<file path="config.mk">
export PLATFORM = sky130hd
export DESIGN_NAME = aopb_reg_arbiter
export DESIGN_NICKNAME = d
export VERILOG_FILES = /design/src/rtl/aopb_reg_arbiter.sv
export SDC_FILE = /design/constraint.sdc
export NUM_CORES = 1
export LEC_CHECK = 0
export BUFFER_PORTS_ARGS = -buffer_cell sky130_fd_sc_hd__buf_2
export CAP_MARGIN = 5
export CORE_AREA = 2 2 122 124
export CTS_CLUSTER_SIZE = 30
export DETAILED_ROUTE_END_ITERATION = 12
export DIE_AREA = 0 0 124 126
export SLEW_MARGIN = 20
export SYNTH_ARGS = -nofsm -noshare
export SYNTH_HDL_FRONTEND = slang
export SYNTH_SLANG_ARGS = --single-unit
</file>
<file path="constraint.sdc">
create_clock -name clk_i -period 2.6 [get_ports clk_i]
set_input_delay 0 -clock clk_i [delete_from_list [all_inputs] [get_ports clk_i]]
set_output_delay 0 -clock clk_i [all_outputs]
set_load 0.03 [all_outputs]
</file>
<file path="src/rtl/aopb_reg_arbiter.sv">
// -----------------------------------------------------------------------------
// aopb_reg_arbiter
//
// Purpose:
//   Shares the single always-on peripheral register-bus master port of
//   x_heep_system among NUM_REQ smart-peripheral controllers. Arbitration is
//   round-robin and a grant is held until the transaction completes (ready),
//   the requester withdraws valid, or, when enabled, the watchdog expires.
//
// Optional feature macro:
//   AOPB_ARB_TIMEOUT_EN - when defined, a watchdog aborts a transaction that
//                         has not seen ready after TIMEOUT_CYCLES BUSY cycles.
//                         When undefined, timeout_int_o is tied low and BUSY
//                         waits indefinitely.
//
// Ports:
//   clk_i          system clock
//   rst_ni         asynchronous active-low reset
//   spc_req_i      per-requester register requests
//   spc_rsp_o      per-requester responses (only the granted one is live)
//   aopb_req_o     request forwarded to x_heep_system
//   aopb_rsp_i     response from x_heep_system
//   grant_id_o     index of the current / most recent grant
//   busy_o         transaction in flight
//   timeout_int_o  one-cycle pulse on watchdog abort
// -----------------------------------------------------------------------------

package aopb_reg_pkg;

    typedef struct packed {
        logic [31:0] addr;
        logic        write;
        logic [31:0] wdata;
        logic [3:0]  wstrb;
        logic        valid;
    } reg_req_t;

    typedef struct packed {
        logic [31:0] rdata;
        logic        error;
        logic        ready;
    } reg_rsp_t;

endpackage

// State | meaning
// ------+----------------------------------------------------------------
// IDLE  | nothing forwarded; pick next requester starting from rr_ptr
// BUSY  | granted request passed through; wait for ready / abort / timeout
module aopb_reg_arbiter
    import aopb_reg_pkg::*;
#(
    parameter int unsigned NUM_REQ        = 2,
    parameter int unsigned TIMEOUT_CYCLES = 1024
) (
    input  logic                       clk_i,
    input  logic                       rst_ni,
    input  reg_req_t                   spc_req_i [NUM_REQ],
    output reg_rsp_t                   spc_rsp_o [NUM_REQ],
    output reg_req_t                   aopb_req_o,
    input  reg_rsp_t                   aopb_rsp_i,
    output logic [$clog2(NUM_REQ)-1:0] grant_id_o,
    output logic                       busy_o,
    output logic                       timeout_int_o
);

    localparam int unsigned IDW = $clog2(NUM_REQ);

    if (NUM_REQ < 2 || NUM_REQ > 8 || TIMEOUT_CYCLES < 2) begin : g_param_check
        $error("aopb_reg_arbiter: NUM_REQ must be 2..8 and TIMEOUT_CYCLES >= 2");
    end

    typedef enum logic {
        IDLE = 1'b0,
        BUSY = 1'b1
    } state_t;

    state_t         state_q, state_d;
    logic [IDW-1:0] rr_ptr_q, rr_ptr_d;
    logic [IDW-1:0] grant_q, grant_d;
    logic [IDW-1:0] grant_inc;
    logic [IDW-1:0] pick_idx;
    logic           pick_found;
    logic [IDW:0]   cand;
    logic           expire;

    // One extra bit on cand so rr_ptr + k cannot overflow before the modulo
    // fold; this keeps non-power-of-two NUM_REQ correct.
    always_comb begin
        pick_found = 1'b0;
        pick_idx   = '0;
        cand       = '0;
        for (int k = 0; k < NUM_REQ; k++) begin
            cand = {1'b0, rr_ptr_q} + (IDW+1)'(k);
            if (cand >= (IDW+1)'(NUM_REQ)) begin
                cand = cand - (IDW+1)'(NUM_REQ);
            end
            if (!pick_found && spc_req_i[cand[IDW-1:0]].valid) begin
                pick_found = 1'b1;
                pick_idx   = cand[IDW-1:0];
            end
        end
    end

    assign grant_inc = (grant_q == IDW'(NUM_REQ - 1)) ? '0 : grant_q + IDW'(1);

`ifdef AOPB_ARB_TIMEOUT_EN
    logic [31:0] wd_cnt_q;

    // Held at zero while IDLE, so it starts from zero on every BUSY entry.
    always_ff @(posedge clk_i or negedge rst_ni) begin
        if (!rst_ni) begin
            wd_cnt_q <= '0;
        end else if (state_q == IDLE) begin
            wd_cnt_q <= '0;
        end else if (!aopb_rsp_i.ready) begin
            wd_cnt_q <= wd_cnt_q + 32'd1;
        end
    end

    assign expire = (state_q == BUSY) && !aopb_rsp_i.ready &&
                    (wd_cnt_q == 32'(TIMEOUT_CYCLES - 1));
`else
    assign expire = 1'b0;
`endif

    always_ff @(posedge clk_i or negedge rst_ni) begin
        if (!rst_ni) begin
            state_q  <= IDLE;
            rr_ptr_q <= '0;
            grant_q  <= '0;
        end else begin
            state_q  <= state_d;
            rr_ptr_q <= rr_ptr_d;
            grant_q  <= grant_d;
        end
    end

    // Outputs are decoded from state_q, so an async reset forces them to
    // their idle values immediately and the downstream sees valid drop.
    always_comb begin
        state_d       = state_q;
        rr_ptr_d      = rr_ptr_q;
        grant_d       = grant_q;
        aopb_req_o    = '0;
        busy_o        = 1'b0;
        timeout_int_o = 1'b0;
        for (int i = 0; i < NUM_REQ; i++) begin
            spc_rsp_o[i] = '0;
        end

        case (state_q)
            IDLE: begin
                if (pick_found) begin
                    grant_d = pick_idx;
                    state_d = BUSY;
                end
            end
            BUSY: begin
                busy_o             = 1'b1;
                aopb_req_o         = spc_req_i[grant_q];
                spc_rsp_o[grant_q] = aopb_rsp_i;
                if (aopb_rsp_i.ready || !spc_req_i[grant_q].valid) begin
                    // completion or requester abort; ready beats expiry
                    state_d  = IDLE;
                    rr_ptr_d = grant_inc;
                end else if (expire) begin
                    aopb_req_o.valid   = 1'b0;
                    spc_rsp_o[grant_q] = '{rdata: 32'h0, error: 1'b1, ready: 1'b1};
                    timeout_int_o      = 1'b1;
                    state_d            = IDLE;
                    rr_ptr_d           = grant_inc;
                end
            end
            default: begin
                state_d = IDLE;
            end
        endcase
    end

    assign grant_id_o = grant_q;

endmodule

</file>
==> flow_metrics.py <==
metrics = {
    "run_status": {
        "status": "completed",
    },
    "routing": {
        "drt_wl_total_um": 8580,
        "vias_per_cell": 3.87,
        "drc": 0,
        "routedWlPerCell_um": 11.7,
        "via_count": 2836,
        "dr.pass1.iters": 4,
        "drt_iter0_markers": 71,
        "ant_nets": 0,
    },
    "yosys": {
        "synthDistinctLibCells": 20,
        "seq_area_frac_synth_pct": 3.96,
        "syn_avg_cell_area_sq_um": 7.55,
        "ys_seq_elements": 3,
        "yosys.area.top_type": "mux2i_1",
        "synth-edff-count": 0,
        "synth.most_common_cell": "nor2b_1",
        "synth_commonest_cells": "nor2b_1, mux2i_1, and2_1, and3_1, buf_4",
        "synth_area_sq_um": 1900,
        "synth_fp_nets": 427,
        "synthArstFlopShare_pct": 100,
        "synth_ff_type": "dfrtp_1",
        "yosys.area.top_type_share_pct": 37.0,
        "synth_cells": 251,
        "synth.top_cells.by_area": "mux2i_1, nor2b_1, and2_1",
        "yosysWarnings": 0,
    },
    "critical_path": {
        "worstSetupEndpoint": "aopb_req_o[26]",
        "cp-end-kind": "output port",
        "reg2reg_to": "rr_ptr_q",
        "cp_data_required_time_ns": 2.60,
        "crit_path_max_fanout": 28,
        "rr_startpoint": "grant_id_o",
        "rrSetupSlack_ns": 0.95,
        "reg2regPathDepth": 3,
        "startpoint_type": "register",
        "criticalPathCategory": "register to output port",
        "critPathArrivalTime_ns": 1.96,
        "crit_start": "grant_id_o",
    },
    "clocking": {
        "cts_buffers": 3,
        "root_buffer": "clkbuf_16",
        "clockBufferDepth": 2,
        "cts_tree": "done",
        "clock-sinks": 3,
        "cts_resized": 0,
        "cts_max_level": 1,
        "clock_latency_ns": 0.22,
        "path_clk_slew_ns": 0.03,
    },
    "final_layout": {
        "drive_above_1_share_pct": 59.5,
        "fin_nets": 725,
        "n_antenna_cell": 0,
        "area_growth_pct": 94.4,
    },
    "die": {
        "rows": 44,
        "start_util_pct": 13.2,
        "ioPinCount": 317,
        "coreArea_sq_um": 14300,
        "die_w_um": 124,
        "die_area_sq_um": 15600,
        "die_h_um": 126,
    },
    "grt": {
        "grt_first_pass_wirelength_um": 11700,
        "grt-ovfl-total": 0,
        "first_global_vias": 2422,
        "antenna_found_initial": 0,
        "grt_max_degree": 110,
        "grt_use_total_pct": 9.43,
    },
    "timing": {
        "timing.fmax_ghz": 0.509,
        "tns_ns": 0,
        "fin_hold_ws_ns": 0.0655,
        "hold_viol_final": 0,
        "worstMarginPinSlew_ns": 0.586,
        "final-max-slew-violation-count": 0,
        "finalCriticalPeriod_ns": 1.96,
        "clock_skew_ns": 0.00225,
        "rsz0062_at_grt": "false",
        "relSlewSlack_pct": 60.8,
        "min_period_over_period_pct": 75.5,
        "setup_violations": 0,
    },
    "placement": {
        "place_congestion": 0.768,
        "hpwl_um": 7010,
        "io_buffers": 315,
    },
    "power_and_ir_drop": {
        "leakagePower_nw": 2.40,
        "p_per_area_nw_per_um2": 970,
        "ir_drop_mv": 0.422,
    },
    "min_path": {
        "hold_path_class": "input pin to register",
    },
    "job": {
        "maxCapViolCount": 0,
    },
}
==> per-stage QoR <==
stage	power [mW]	area, sq um	setup WS, ns	instances	util, %
after floorplan	2.59	1900	1.06	251	-
after global routing	3.81	3680	0.472	732	25.7
after detailed placement	3.35	3600	0.834	727	25.1
final	3.57	3680	0.636	732	25.7
after CTS	3.61	3680	0.602	732	25.7
after global placement	3.35	3600	0.937	727	25.1
==> layer usage <==
layer / track usage, % / wire length, um / up-vias
li1: - / - / 1433
met1: 10.5 / 3340 / 1236
met2: 18.6 / 4410 / 163
met3: 1.09 / 755 / 4
met4: 2.18 / 71 / 0
met5: 0 / 0 / -
==> worst min path at each step <==
stage	endpoint	slack, ns	cells past startpoint	from
floorplan	grant_id_o	-0.30	0	rst_ni
global placement	rr_ptr_q	-0.20	1	rst_ni
detailed placement	grant_id_o	-0.20	1	rst_ni
CTS	grant_id_o	0.06	3	spc_req_i[0]
global route	grant_id_o	0.07	3	spc_req_i[0]
finish	grant_id_o	0.07	3	spc_req_i[0]
==> cells in the final DEF, fill, tap and decap left out, drive strengths merged <==
cell,count
a21boi,1
a221o,1
a2bb2oi,1
and2,34
and3,34
buf,320
clkbuf,4
conb,1
dfrtp,3
dlygate4sd3,1
mux2i,70
nand2,1
nand2b,1
nor2,1
nor2b,74
o22ai,1
==> cell type report <==
cell class	count	area (sq um)
tap	184	230
timing repair buffer	321	1650
fill	1602	10600
sequential	3	80.1
multi-input combinational	220	1650
clock buffer	4	78.8
==> cell families after synthesis <==
| kind of cell | Yosys count | share of synthesized area [%] |
|---|---|---|
| DFF | 3 | 3.96 |
| buffers and inverters | 28 | 9.17 |
| muxes | 70 | 37.0 |
| and+or+nand+nor | 145 | 48.0 |
| other | 1 | 0.198 |
| AOI/OAI and AO/OA | 4 | 1.72 |
==> flip-flops by register name (all words and copies together) (netlist names) <==
register    flops
grant_id_o      1
rr_ptr_q        1
state_q         1
==> worst max-delay path, stage by stage (launching register included) <==
cell	delay, ns
dfrtp_4	0.70
buf_12	0.27
buf_4	0.24
mux2i_1	0.26
nor2b_1	0.07
buf_2	0.18
==> where the power goes <==
part	leakage, nW	internal [mW]	switching [mW]
clock	0.0382	0.202	0.0399
sequential	0.0323	0.0722	0.105
combinational	2.33	1.14	2.02
==> repair_timing <==
item                                   CTS  global route
hold buffers                             1             0
buffers inserted                         0             0
endpoints found under the hold margin    3             0
No activity file was read; power rests on OpenSTA's default activity.
